<file path="config.mk">
export PLATFORM = sky130hd
export DESIGN_NAME = uart_tx_arbiter
export DESIGN_NICKNAME = d
export VERILOG_FILES = /design/src/rtl/uart_tx_arbiter_pkg.sv /design/src/rtl/uart_rr_pick.sv /design/src/rtl/uart_tx_arbiter.sv
export SDC_FILE = /design/constraint.sdc
export NUM_CORES = 1
export LEC_CHECK = 0
export CORE_MARGIN = 4
export CORE_UTILIZATION = 40
export CTS_CLUSTER_DIAMETER = 120
export DETAILED_ROUTE_END_ITERATION = 8
export PLACE_DENSITY = 0.77
export SLEW_MARGIN = 30
export SYNTH_ARGS = -nofsm -noshare
export SYNTH_HDL_FRONTEND = slang
export SYNTH_HIERARCHICAL = 1
export SYNTH_SLANG_ARGS = --single-unit
</file>
<file path="constraint.sdc">
create_clock -name sys_clk -period 3.6 [get_ports sys_clk]
set_clock_uncertainty 0.2 [all_clocks]
set_input_delay 0.54 -clock sys_clk [delete_from_list [all_inputs] [get_ports sys_clk]]
set_output_delay 0.54 -clock sys_clk [all_outputs]
set_load 0.02 [all_outputs]
</file>
<file path="src/rtl/uart_tx_arbiter_pkg.sv">
// rtl/uart_tx_arbiter_pkg.sv - shared UART definitions: arbiter states and defaults
package uart_tx_arbiter_pkg;

    typedef enum logic [1:0] {
        ST_IDLE      = 2'd0,
        ST_LAUNCH    = 2'd1,
        ST_WAIT_BUSY = 2'd2,
        ST_WAIT_DONE = 2'd3
    } arb_state_t;

    localparam int UART_NUM_REQ      = 4;
    localparam int UART_BUSY_TIMEOUT = 3;

    // Width of a counter that must hold values 0..max_val
    function automatic int cnt_width(input int max_val);
        return (max_val > 1) ? $clog2(max_val + 1) : 1;
    endfunction

endpackage

</file>
<file path="src/rtl/uart_rr_pick.sv">
// rtl/uart_rr_pick.sv - round-robin winner selection with lock filtering
module uart_rr_pick #(
    parameter int NUM_REQ = 4,
    parameter int IDX_W   = $clog2(NUM_REQ)
) (
    input  logic [NUM_REQ-1:0] valid,
    input  logic [IDX_W-1:0]   rr_ptr,
    input  logic               lock_held,
    input  logic [IDX_W-1:0]   grant_idx,
    output logic [IDX_W-1:0]   winner,
    output logic               found
);

    logic [NUM_REQ-1:0] eligible;
    logic [IDX_W-1:0]   cand;

    // Under a lock only the current owner may compete
    always_comb begin
        eligible = valid;
        if (lock_held) begin
            eligible = valid & (NUM_REQ'(1) << grant_idx);
        end
    end

    // Scan rr_ptr+NUM_REQ down to rr_ptr+1 so the nearest eligible index is written last
    always_comb begin
        winner = '0;
        found  = 1'b0;
        cand   = '0;
        for (int k = NUM_REQ; k >= 1; k--) begin
            cand = IDX_W'((int'(rr_ptr) + k) % NUM_REQ);
            if (eligible[cand]) begin
                winner = cand;
                found  = 1'b1;
            end
        end
    end

endmodule

</file>
<file path="src/rtl/uart_tx_arbiter.sv">
// rtl/uart_tx_arbiter.sv - arbitrates byte requesters onto a single UART transmitter
module uart_tx_arbiter
    import uart_tx_arbiter_pkg::*;
#(
    parameter int NUM_REQ      = UART_NUM_REQ,
    parameter int BUSY_TIMEOUT = UART_BUSY_TIMEOUT
) (
    input  logic                       sys_clk,
    input  logic                       sys_rst_n,
    input  logic [NUM_REQ-1:0]         req_valid,
    input  logic [NUM_REQ-1:0]         req_lock,
    input  logic [8*NUM_REQ-1:0]       req_data,
    output logic [NUM_REQ-1:0]         req_ready,
    output logic                       tx_en,
    output logic [7:0]                 tx_data,
    input  logic                       tx_busy,
    output logic [$clog2(NUM_REQ)-1:0] grant_idx,
    output logic                       grant_active,
    output logic                       frame_done,
    output logic                       err_timeout
);

    localparam int IDX_W = $clog2(NUM_REQ);
    localparam int CNT_W = cnt_width(BUSY_TIMEOUT);
    localparam logic [CNT_W-1:0] CNT_LAST = CNT_W'(BUSY_TIMEOUT - 1);

    arb_state_t       state;
    arb_state_t       state_nxt;
    logic [IDX_W-1:0] rr_ptr;
    logic             lock_held;
    logic [CNT_W-1:0] busy_cnt;
    logic [IDX_W-1:0] winner;
    logic             found;
    logic             accept;
    logic             timeout_hit;
    logic             done_hit;

    uart_rr_pick #(
        .NUM_REQ (NUM_REQ),
        .IDX_W   (IDX_W)
    ) u_pick (
        .valid     (req_valid),
        .rr_ptr    (rr_ptr),
        .lock_held (lock_held),
        .grant_idx (grant_idx),
        .winner    (winner),
        .found     (found)
    );

    // State register
    always_ff @(posedge sys_clk or negedge sys_rst_n) begin
        if (!sys_rst_n) begin
            state <= ST_IDLE;
        end else begin
            state <= state_nxt;
        end
    end

    // Next state plus decoded strobes; accepts are blocked while the transmitter
    // is busy and during the frame_done cycle so a new frame never overlaps the old one
    always_comb begin
        state_nxt    = state;
        req_ready    = '0;
        accept       = 1'b0;
        timeout_hit  = 1'b0;
        done_hit     = 1'b0;
        tx_en        = 1'b0;
        grant_active = 1'b0;
        case (state)
            ST_IDLE: begin
                if (!tx_busy && !frame_done && found) begin
                    req_ready = NUM_REQ'(1) << winner;
                    accept    = 1'b1;
                    state_nxt = ST_LAUNCH;
                end
            end
            ST_LAUNCH: begin
                tx_en        = 1'b1;
                grant_active = 1'b1;
                state_nxt    = ST_WAIT_BUSY;
            end
            ST_WAIT_BUSY: begin
                grant_active = 1'b1;
                if (tx_busy) begin
                    state_nxt = ST_WAIT_DONE;
                end else if (busy_cnt == CNT_LAST) begin
                    timeout_hit = 1'b1;
                    state_nxt   = ST_IDLE;
                end
            end
            ST_WAIT_DONE: begin
                grant_active = 1'b1;
                if (!tx_busy) begin
                    done_hit  = 1'b1;
                    state_nxt = ST_IDLE;
                end
            end
            default: state_nxt = ST_IDLE;
        endcase
    end

    // Capture the winner's byte, ownership and lock on accept; a timeout drops the lock
    always_ff @(posedge sys_clk or negedge sys_rst_n) begin
        if (!sys_rst_n) begin
            tx_data   <= 8'h00;
            grant_idx <= '0;
            rr_ptr    <= IDX_W'(NUM_REQ - 1);
            lock_held <= 1'b0;
        end else if (accept) begin
            tx_data   <= req_data[{winner, 3'b000} +: 8];
            grant_idx <= winner;
            rr_ptr    <= winner;
            lock_held <= req_lock[winner];
        end else if (timeout_hit) begin
            lock_held <= 1'b0;
        end
    end

    // Count WAIT_BUSY cycles spent without tx_busy
    always_ff @(posedge sys_clk or negedge sys_rst_n) begin
        if (!sys_rst_n) begin
            busy_cnt <= '0;
        end else if (state == ST_WAIT_BUSY && !tx_busy && !timeout_hit) begin
            busy_cnt <= busy_cnt + 1'b1;
        end else begin
            busy_cnt <= '0;
        end
    end

    // Registered one-cycle completion and error pulses
    always_ff @(posedge sys_clk or negedge sys_rst_n) begin
        if (!sys_rst_n) begin
            frame_done  <= 1'b0;
            err_timeout <= 1'b0;
        end else begin
            frame_done  <= done_hit;
            err_timeout <= timeout_hit;
        end
    end

endmodule

</file>
Word level (Yosys, flattened, before mapping)
Cells that the tools add are included.

word-level totals
  flip-flop bits (word level) = 19
  input bits = 43
  output and inout port bits = 18
  logic and storage cells = 78

operators by class
  add/sub/neg operators = 5
  $lt $le $gt $ge = 5
  equality and inequality tests = 7
  shifts and indexed selects = 3
  mux-type cells = 38
  bitwise operators = 1
  reductions and logical operators = 11

operators with widths
  kind                                                                           count
  32-bit by 6-bit indexed part select with 8-bit output                          1
  1-bit 2-to-1 mux                                                               20
  2-bit 2-to-1 mux                                                               9
  2-bit by 3-bit less-than comparator with 1-bit output (second input constant)  5
  4-bit 2-to-1 mux                                                               3
  1-bit binary-select mux with 2-bit select                                      5
  2-bit one-hot mux with 4 select lines                                          1
  1-bit by 2-bit << shifter with 4-bit output (first input constant)             2
  2-bit by 1-bit adder with 2-bit output (second input constant)                 3
  2-bit == test (second input constant)                                          3
  2-bit adder (second input constant)                                            2
  4-bit AND                                                                      1
  1-bit logical AND                                                              4
  2-bit != test (second input constant)                                          2
  1-bit zero test                                                                3
  3-bit != test (second input constant)                                          1
  3-bit AND reduction                                                            1
  3-bit OR reduction                                                             1
  2-bit by 1-bit == test with 1-bit output (second input constant)               1
  2-bit zero test                                                                1
  2-bit nonzero test                                                             1

Logic depth before layout (Yosys ltp)
Gate-level depths: netlist (run 1).

  depth after elaboration = 13
  depth in mapped cells = 9
  depth with buffers taken out = 6

Modules after synthesis
Netlist (run 1), hierarchy kept.

modules (own cells, without submodules)
  module           times used  cells each  area an instance (um2)  sequential area each (um2)
  uart_tx_arbiter  1           65          1027.2                  478.0
  uart_rr_pick     1           30          188.9                   0.0

Least setup slack after synthesis (run 1)
Ideal clock, no wire load.

  kind = reg-to-reg
  start point = register grant_idx[1]
  end point = register lock_held
  library setup time = 0.125 ns
  arrival = 2.749 ns
  data required time = 3.275 ns
  path slack = 0.526 ns
  cell stages (with the launch flop) = 9
  buffers on the path = 2
  period minus slack after synthesis = 3.074 ns
  cell sequence = dfrtp_1 nand2b_1 a2111oi_0 a211oi_1 o221ai_1 buf_2 buf_1 mux4_2 mux2_4

between the ends
  elaborated cells between the ends (all ways) = 26
  classes of those cells = shift: 1; mux: 22; bitwise: 1; reduce/logical: 2

RTL lines
  element                                          line                    RTL
  start: declaration                               uart_tx_arbiter.sv:17   output logic [$clog2(NUM_REQ)-1:0] grant_idx,
  start signal: assignment                         uart_tx_arbiter.sv:111  grant_idx <= winner;
  1-bit by 2-bit << shifter with 4-bit output (*)  uart_rr_pick.sv:21      eligible = valid & (NUM_REQ'(1) << grant_idx);
  4-bit AND (*)                                    uart_rr_pick.sv:21
  4-bit 2-to-1 mux (*)                             uart_rr_pick.sv:20      if (lock_held) begin
  1-bit binary-select mux with 2-bit select        uart_rr_pick.sv:32      if (eligible[cand]) begin
  1-bit 2-to-1 mux (implied by the code)           uart_rr_pick.sv:32
  2-bit 2-to-1 mux (3 in series)                   uart_rr_pick.sv:32
  2-bit 2-to-1 mux (*)                             uart_rr_pick.sv:32
  via winner[0]                                    uart_tx_arbiter.sv:32   logic [IDX_W-1:0] winner;
  1-bit binary-select mux with 2-bit select (*)    uart_tx_arbiter.sv:113  lock_held <= req_lock[winner];
  1-bit 2-to-1 mux (implied by the code) (*)       uart_tx_arbiter.sv:113
  1-bit 2-to-1 mux (*)                             uart_tx_arbiter.sv:109  end else if (accept) begin
  end signal: assignment                           uart_tx_arbiter.sv:113
  end: declaration                                 uart_tx_arbiter.sv:30   logic lock_held;

Mark *: on every way through the listed nets, which the timed path passes. The rest lies on a longest branch. The select of a mux whose other input is x is not followed.
A chain may end at the register's enable or synchronous reset.

Worst setup path after layout (run 1)
  start point = input req_valid[2]
  end point = output req_ready[2]

between the ends
  cells in the longest elaborated chain, start to end = 11
  elaborated cells between the ends (all ways) = 22
  classes of those cells = shift: 1; mux: 19; bitwise: 1; reduce/logical: 1

RTL lines
  element                                          line                   RTL
  start: declaration                               uart_tx_arbiter.sv:10  input logic [NUM_REQ-1:0] req_valid,
  4-bit AND                                        uart_rr_pick.sv:21
  4-bit 2-to-1 mux (*)                             uart_rr_pick.sv:20
  1-bit binary-select mux with 2-bit select        uart_rr_pick.sv:32
  1-bit 2-to-1 mux (implied by the code)           uart_rr_pick.sv:32
  2-bit 2-to-1 mux (3 in series)                   uart_rr_pick.sv:32
  2-bit 2-to-1 mux (*)                             uart_rr_pick.sv:32
  via winner[0]                                    uart_tx_arbiter.sv:32
  1-bit by 2-bit << shifter with 4-bit output (*)  uart_tx_arbiter.sv:72  req_ready = NUM_REQ'(1) << winner;
  4-bit 2-to-1 mux (*)                             uart_tx_arbiter.sv:71  if (!tx_busy && !frame_done && found) begin
  4-bit 2-to-1 mux (*)                             uart_tx_arbiter.sv:69  case (state)
  end: declaration                                 uart_tx_arbiter.sv:13  output logic [NUM_REQ-1:0] req_ready,

Marked as above.

==> metrics.md, run 1 <==
| Metric | Value |
|---|---|
| Via count | `1056` |
| Ratio of cells with drive above 1 in the final layout | `27.2%` |
| Relative slew slack | `43.3%` |
| Die Wd | `~63 microns` |
| Critical Path AT | `about 2.6 ns` |
| Simple-gate portion of the synthesized area | `15.3%` |
| Least-Margin Pin Slew | `between 0.8 and 0.9 ns` |
| Post-synthesis xor/xnor area fraction | `0%` |
| Yosys Warn Count | `6` |
| Syn Inst Count | `95` |
| Seq/Total Area, Yosys | `39.3%` |
| # Max-Cap Violations | `0` |
| Largest net degree at the start of global routing | `20` |
| Hold Path Class | `reg2reg` |
| Register bit total from synthesis | `19` |
| Final hold viol count | `0` |
| HPWL Detailed | `between 2000 and 3000 microns` |
| Ant. Diodes | `0` |
| Clock sink count | `19` |
| RePlAce Congestion | `0.845` |
| Maximum VDD drop | `about 0.40 mV` |
| Startpoint type of the worst setup path | `input port` |
| Largest family of logic cells by synthesized area | `multiplexers` |
| CTS root buf | `clkbuf_4` |
| DR pass1 iterations | `4` |
| Final core occ | `68.2%` |
| Initial antenna violation count | `0` |
| DR iter-0 viols | `58` |
| Die Ht | `63.1 microns` |
| Longest Clk Path Bufs | `2` |
| Post-synthesis mux area share | `a little under a third` |
| Routed Antenna Nets | `0` |
| Total CTS buffers | `3` |
| Crit path max-delay family | `buffers and inverters` |
| Most common cell after layout, fill and taps aside | `clkdlybuf4s50_1` |
| Crit end category | `primary output` |
| Leakage | `approximately 0.83 nW` |
| Tcrit/Tclk final | `about 94%` |
| Power density cells | `about 790 nW/um^2` |
| Multi-input logic area | `~710 sq um` |
| Hold Slack | `approximately 0.24 ns` |
| Drt wl/cell | `approximately 16 microns` |
| Critical Path RT | `2.86 ns` |
| Fmax | `296 MHz` |
| Synth-to-layout area growth | `58.6%` |
| Max Fanout on Critical Path | `7` |
| WP buf/inv | `3` |
| Seq. cell area | `478 sq um` |
| Initial Util | `between 40% and 50%` |
| Final Setup Violations | `0` |
| Vias in the first global route | `between 1000 and 1500` |
| Die ar. | `roughly 4000 sq um` |
| Skew-Pair Late Insertion Delay | `between 0.2 and 0.3 ns` |
| Htree depth | `1` |
| Slowest cell on crit path | `clkdlybuf4s50_1` |
| Worst path max stage delay | `roughly 0.53 ns` |
| CP cell instances | `clkdlybuf4s50_1 -> or3b_1 -> o311a_1 -> a211oi_1 -> o221ai_2 -> buf_4 -> and3b_1 -> clkbuf_2` |
| Routed WL | `3110 microns` |
| Vias per cell | `between 5 and 6` |
| DRC viols | `0` |
| Max Slew Vio Count | `0` |
| CTS tree | `built` |
| Yosys cell types | `37` |
| GRT Overall Usage | `16.5%` |
| Grt ovf | `0` |
| RSZ-0062 raised after global routing | `no` |
| Post-Syn Nets | `~140` |
| Clock slew at reported path FFs | `0.11 ns` |
| Crit Path Class | `in2out` |
| Adder-Cell Fraction of Synth Area | `roughly 1%` |
| Post-synthesis compound-gate area fraction | `8.85%` |
| Synthesized area | `between 1000 and 1500 sq um` |
| Core area | `between 2000 and 3000 sq um` |
| Fillcell total | `225` |
| Hold-fix buffers, CTS | `0` |
| I/O Buffers | `60` |
| Number of I/O pins | `61` |
| Status | `finished, final reports clean` |
| Avg Inst Size Synth | `12.8 sq um` |
| Nets | `207` |
| Highest-count cells in the layout ignoring fill and taps | `clkdlybuf4s50_1, dfrtp_1, mux4_2` |
| First-pass GRT wire length | `5260 microns` |
| Tmin final | `3.37 ns` |
| Count of standard-cell rows | `19` |
-- cell usage after synthesis, drive strengths merged --
master	instances	share of area (%)
nand2b	4	2.1
nor2b	2	1.0
o311a	1	0.82
and4bb	1	1.0
nand3	1	0.41
a2111oi	1	0.72
dfstp	2	4.3
o221ai	1	0.72
nor3b	1	1.0
clkbuf	1	0.31
inv	5	1.5
nand2	2	0.62
o22ai	1	0.51
and3	1	0.51
a311oi	1	0.72
nor3	1	0.41
a21o	2	1.2
mux2i	1	0.82
o21ai	3	1.2
dfrtp	17	35
or2	2	1.2
mux2	13	14
or3	1	0.51
nor2	5	1.5
a21oi	4	1.6
buf	4	2.6
nor4b	1	2.0
a211oi	2	1.2
or4b	1	0.82
or3b	1	0.72
mux4	9	17
ha	1	1.0
and3b	2	1.4
-- power by group --
part	switching (mW)	internal, mW	total, mW
Combinational	0.414	0.584	0.998
Clock	0.0656	0.0431	0.109
Sequential	0.102	0.317	0.419
Total	0.582	0.944	1.53
-- per-layer routing --
layer	vias to the layer above	share of wire (%)	wire length, microns	GRT usage [%]
li1	497	-	-	-
met1	512	42	1300	21.2
met2	43	50	1560	27.4
met3	4	6.3	196	3.73
met4	0	1.4	45	5.51
met5	-	0	0	0
-- final timing paths --
kind / from / to / slack (ns) / cells after the start
max in group asynchronous: sys_rst_n / tx_data[5]$_DFFE_PN0P_ / 2.16 / 1
worst min-delay path: busy_cnt[0]$_DFF_PN0_ / busy_cnt[0]$_DFF_PN0_ / 0.24 / 1
worst min register to register: busy_cnt[0]$_DFF_PN0_ / busy_cnt[0]$_DFF_PN0_ / 0.24 / 1
min in group asynchronous: sys_rst_n / tx_data[0]$_DFFE_PN0P_ / 0.52 / 1
worst max register to register: grant_idx[1]$_DFFE_PN0P_ / tx_data[4]$_DFFE_PN0P_ / 0.65 / 8
worst max-delay path: req_valid[2] / req_ready[2] / 0.23 / 8
-- sequential cells by signal, indices dropped and copies added, names as in the netlist --
| register | count |
|---|---|
| state | 2 |
| rr_ptr | 2 |
| frame_done | 1 |
| lock_held | 1 |
| grant_idx | 2 |
| busy_cnt | 2 |
| tx_data | 8 |
| err_timeout | 1 |
-- stage by stage --
stage	TNS, ns	cells	setup WS, ns	power, mW	area (sq um)
after CTS	0	192	0.0190	1.52	1910
final	0	193	0.227	1.53	1930
after floorplan	0	95	0.526	1.05	1220
after detailed placement	-0.0689	188	-0.0550	1.40	1890
after global placement	-0.0151	188	-0.0151	1.38	1890
after global routing	0	193	0.0917	1.64	1930
-- layout make-up --
| type | count | area share [%] |
|---|---|---|
| timing repair buffer | 68 | 34.2 |
| clock buffer | 4 | 1.36 |
| sequential | 19 | 24.8 |
| multi-input combinational | 66 | 36.7 |
| inverter | 5 | 0.973 |
| tap | 31 | 2.01 |
-- what timing repair did --
| item | CTS | global route |
|---|---|---|
| cloned | 0 | 0 |
| pin swaps | 0 | 0 |
| buffers inserted | 0 | 1 |
| gates resized for setup | 2 | 5 |
| setup endpoints to repair | 2 | 2 |
-- kinds of logic (layout without fill, tap and decap cells) --
logic type      after synthesis  in the layout
simple gates                 26             26
mux                          23             23
flops                        19             19
compound gates               16             16
buf+inv                      10             77
fa+ha+maj                     1              1
(Power assumes the default switching activity.)
==> run 2, diff against run 1 <==
--- a/config.mk
+++ b/config.mk
@@ -5,11 +5,12 @@
 export SDC_FILE = /design/constraint.sdc
 export NUM_CORES = 1
 export LEC_CHECK = 0
+export CORE_ASPECT_RATIO = 2
 export CORE_MARGIN = 4
-export CORE_UTILIZATION = 40
+export CORE_UTILIZATION = 43
 export CTS_CLUSTER_DIAMETER = 120
 export DETAILED_ROUTE_END_ITERATION = 8
-export PLACE_DENSITY = 0.77
+export PLACE_DENSITY = 0.82
 export SLEW_MARGIN = 30
 export SYNTH_ARGS = -nofsm -noshare
 export SYNTH_HDL_FRONTEND = slang
==> constraint.sdc (replaced) <==
create_clock -name sys_clk -period 4.1 [get_ports sys_clk]
set_clock_uncertainty 0.2 [all_clocks]
set_input_delay 0.615 -clock sys_clk [delete_from_list [all_inputs] [get_ports sys_clk]]
set_output_delay 0.615 -clock sys_clk [all_outputs]
set_load 0.02 [all_outputs]
==> run 2 against run 1 <==
- sequential power fell by 12%
- count of clock-buffer cells in the layout did not move
- critical endpoint unchanged
- core utilization rose by 1.3 points
- sequential share of layout area rose by 0.38 points
- register-to-register slack improved by 0.22 ns
- final area fell by 1.5%
- flip-flop and latch count did not move
- largest cell class unchanged
- non-clock buffer count fell by 4
- global-route usage rose by 2.1 points
- via count fell by 2.9%
- first-iteration DRC count fell by 93%
==> metrics.md, run 2 (same netlist as run 1, synthesis figures left out) <==
| Metric | Value |
|---|---|
| Highest-count cells in the layout ignoring fill and taps | `clkdlybuf4s50_1, dfrtp_1, mux4_2` |
| Grt ovf | `0` |
| Critical Path RT | `3.28 ns` |
| Post-CTS Setup Bufs | `0` |
| Setup_tns | `0 ns` |
| Fillcell total | `slightly above 200` |
| Final hold viol count | `0` |
| Ratio of cells with drive above 1 in the final layout | `around 25%` |
| DRC viols | `0` |
| Most common cell after layout, fill and taps aside | `clkdlybuf4s50_1` |
| CP startpoint | `req_valid[2]` |
| Worst r2r src | `grant_idx[1]$_DFFE_PN0P_` |
| Crit end category | `primary output` |
| DR iter-0 viols | `4` |
| Crit Path Class | `in2out` |
| Max Slew Vio Count | `0` |
| Routed Antenna Nets | `0` |
| Biggest register | `tx_data` |
| CTS tree | `built` |
| Startpoint type of the worst setup path | `input port` |
| Leakage | `roughly 0.77 nW` |
| PnR Total Power | `approximately 1.3 mW` |
| Vias in the first global route | `1111` |
| Post_cts resized | `0` |
| # Max-Cap Violations | `0` |
| Largest register FFs | `8` |
| Hold Slack | `0.0947 ns` |
| Htree depth | `1` |
| Initial Util | `around 44%` |
| I/O Buffers | `60` |
| CTS root buf | `clkbuf_8` |
| Hold Path Class | `in2async` |
| Initial antenna violation count | `0` |
| Core area | `approximately 2700 sq um` |
| Largest net degree at the start of global routing | `20` |
| HPWL Detailed | `roughly 2700 microns` |
| Status | `finished, final reports clean` |
| Longest Clk Path Bufs | `2` |
| Tmin final | `just under 4 ns` |
| Nets | `around 200` |
| Final Setup Violations | `0` |
| Number of I/O pins | `between 60 and 70` |
| Clock slew at reported path FFs | `approximately 0.07 ns` |
| Max Fanout on Critical Path | `9` |
| RSZ-0062 raised after global routing | `no` |
| Tcrit/Tclk final | `between 90 and 100%` |
| First-pass GRT wire length | `5280 microns` |
| Via count | `approximately 1000` |
| Count of standard-cell rows | `27` |
| GRT Overall Usage | `18.6%` |
| Die ar. | `between 3000 and 4000 sq um` |
| Total CTS buffers | `3` |
| RePlAce Congestion | `0.778` |
| Final instance area | `between 1500 and 2000 sq um` |
| Hold-fix buffers, CTS | `0` |
| Skew-Pair Late Insertion Delay | `approximately 0.25 ns` |
| Die Wd | `approximately 46 microns` |
| Ant. Diodes | `0` |
| Maximum VDD drop | `just under 0.5 mV` |
| Drt wl/cell | `about 17 microns` |
| Least-Margin Pin Slew | `0.820 ns` |
| Synth-to-layout area growth | `56.3%` |
| Routed WL | `3230 microns` |
| Vias per cell | `5.48` |
| Post-Place Cell Area | `approximately 1900 sq um` |
| DR pass1 iterations | `4` |
| Clock sink count | `19` |
| Relative slew slack | `between 40 and 50%` |
| Fmax | `~250 MHz` |
| Die Ht | `between 80 and 90 microns` |
| Critical Path AT | `3.14 ns` |
| Power density cells | `~710 nW/um^2` |
## run 2: cell types whose count changed in the layout (fill, tap and decap cells not counted), sizes merged
cell           delta
clkdlybuf4s50     +3
clkbuf            -1
dlygate4sd2       -1
buf               -3
dlymetal6s2s      -2
## run 2: cell type report
| class | count | area [sq um] | area share [%] |
|---|---|---|---|
| Multi-Input combinational cell | 66 | 697 | 36.7 |
| Timing Repair Buffer | 64 | 626 | 32.9 |
| Sequential cell | 19 | 478 | 25.1 |
| Clock buffer | 4 | 45.0 | 2.37 |
| Tap cell | 29 | 36.3 | 1.91 |
| Inverter | 5 | 18.8 | 0.987 |
## run 2: path summary, 6_finish.rpt
| path | endpoint | slack [ns] | depth (start not counted) |
|---|---|---|---|
| min reg2reg | busy_cnt[0]$_DFF_PN0_ | 0.23 | 1 |
| max reg2reg | tx_data[2]$_DFFE_PN0P_ | 0.87 | 7 |
| min in group sys_clk | busy_cnt[0]$_DFF_PN0_ | 0.23 | 1 |
| max in group asynchronous | rr_ptr[0]$_DFFE_PN1P_ | 3.27 | 1 |
| min | busy_cnt[0]$_DFF_PN0_ | 0.09 | 1 |
| max | req_ready[2] | 0.14 | 7 |
## run 2: through the flow
step                      util, %  setup WS [ns]  instances
after floorplan                 -          0.996         95
after global placement       68.0          0.231        183
after detailed placement     68.0          0.160        183
after CTS                    69.6          0.130        187
after global routing         69.5        0.00704        187
final                        69.5          0.143        187
## run 2: where the power goes
group	switching, mW	total, mW	leakage, nW	internal [mW]
Clock	0.0606	0.130	0.0228	0.0690
Combinational	0.359	0.842	0.522	0.483
Sequential	0.0897	0.369	0.230	0.279
Total	0.509	1.34	0.775	0.831
## run 2: layer usage
| layer | vias to the layer above | wire, microns | GRT usage (%) |
|---|---|---|---|
| met5 | - | 0 | 0 |
| met4 | 0 | 70 | 6.93 |
| met3 | 6 | 147 | 2.82 |
| met2 | 27 | 1960 | 33.5 |
| met1 | 503 | 1050 | 20.1 |
| li1 | 489 | - | - |
## run 2: critical path: stages
cell and delay (ns):
clkdlybuf4s50_1 0.52, or3b_1 0.36, o311a_1 0.12, a211oi_1 0.32, o221ai_2 0.29, and3b_1 0.28, clkdlybuf4s50_1 0.62
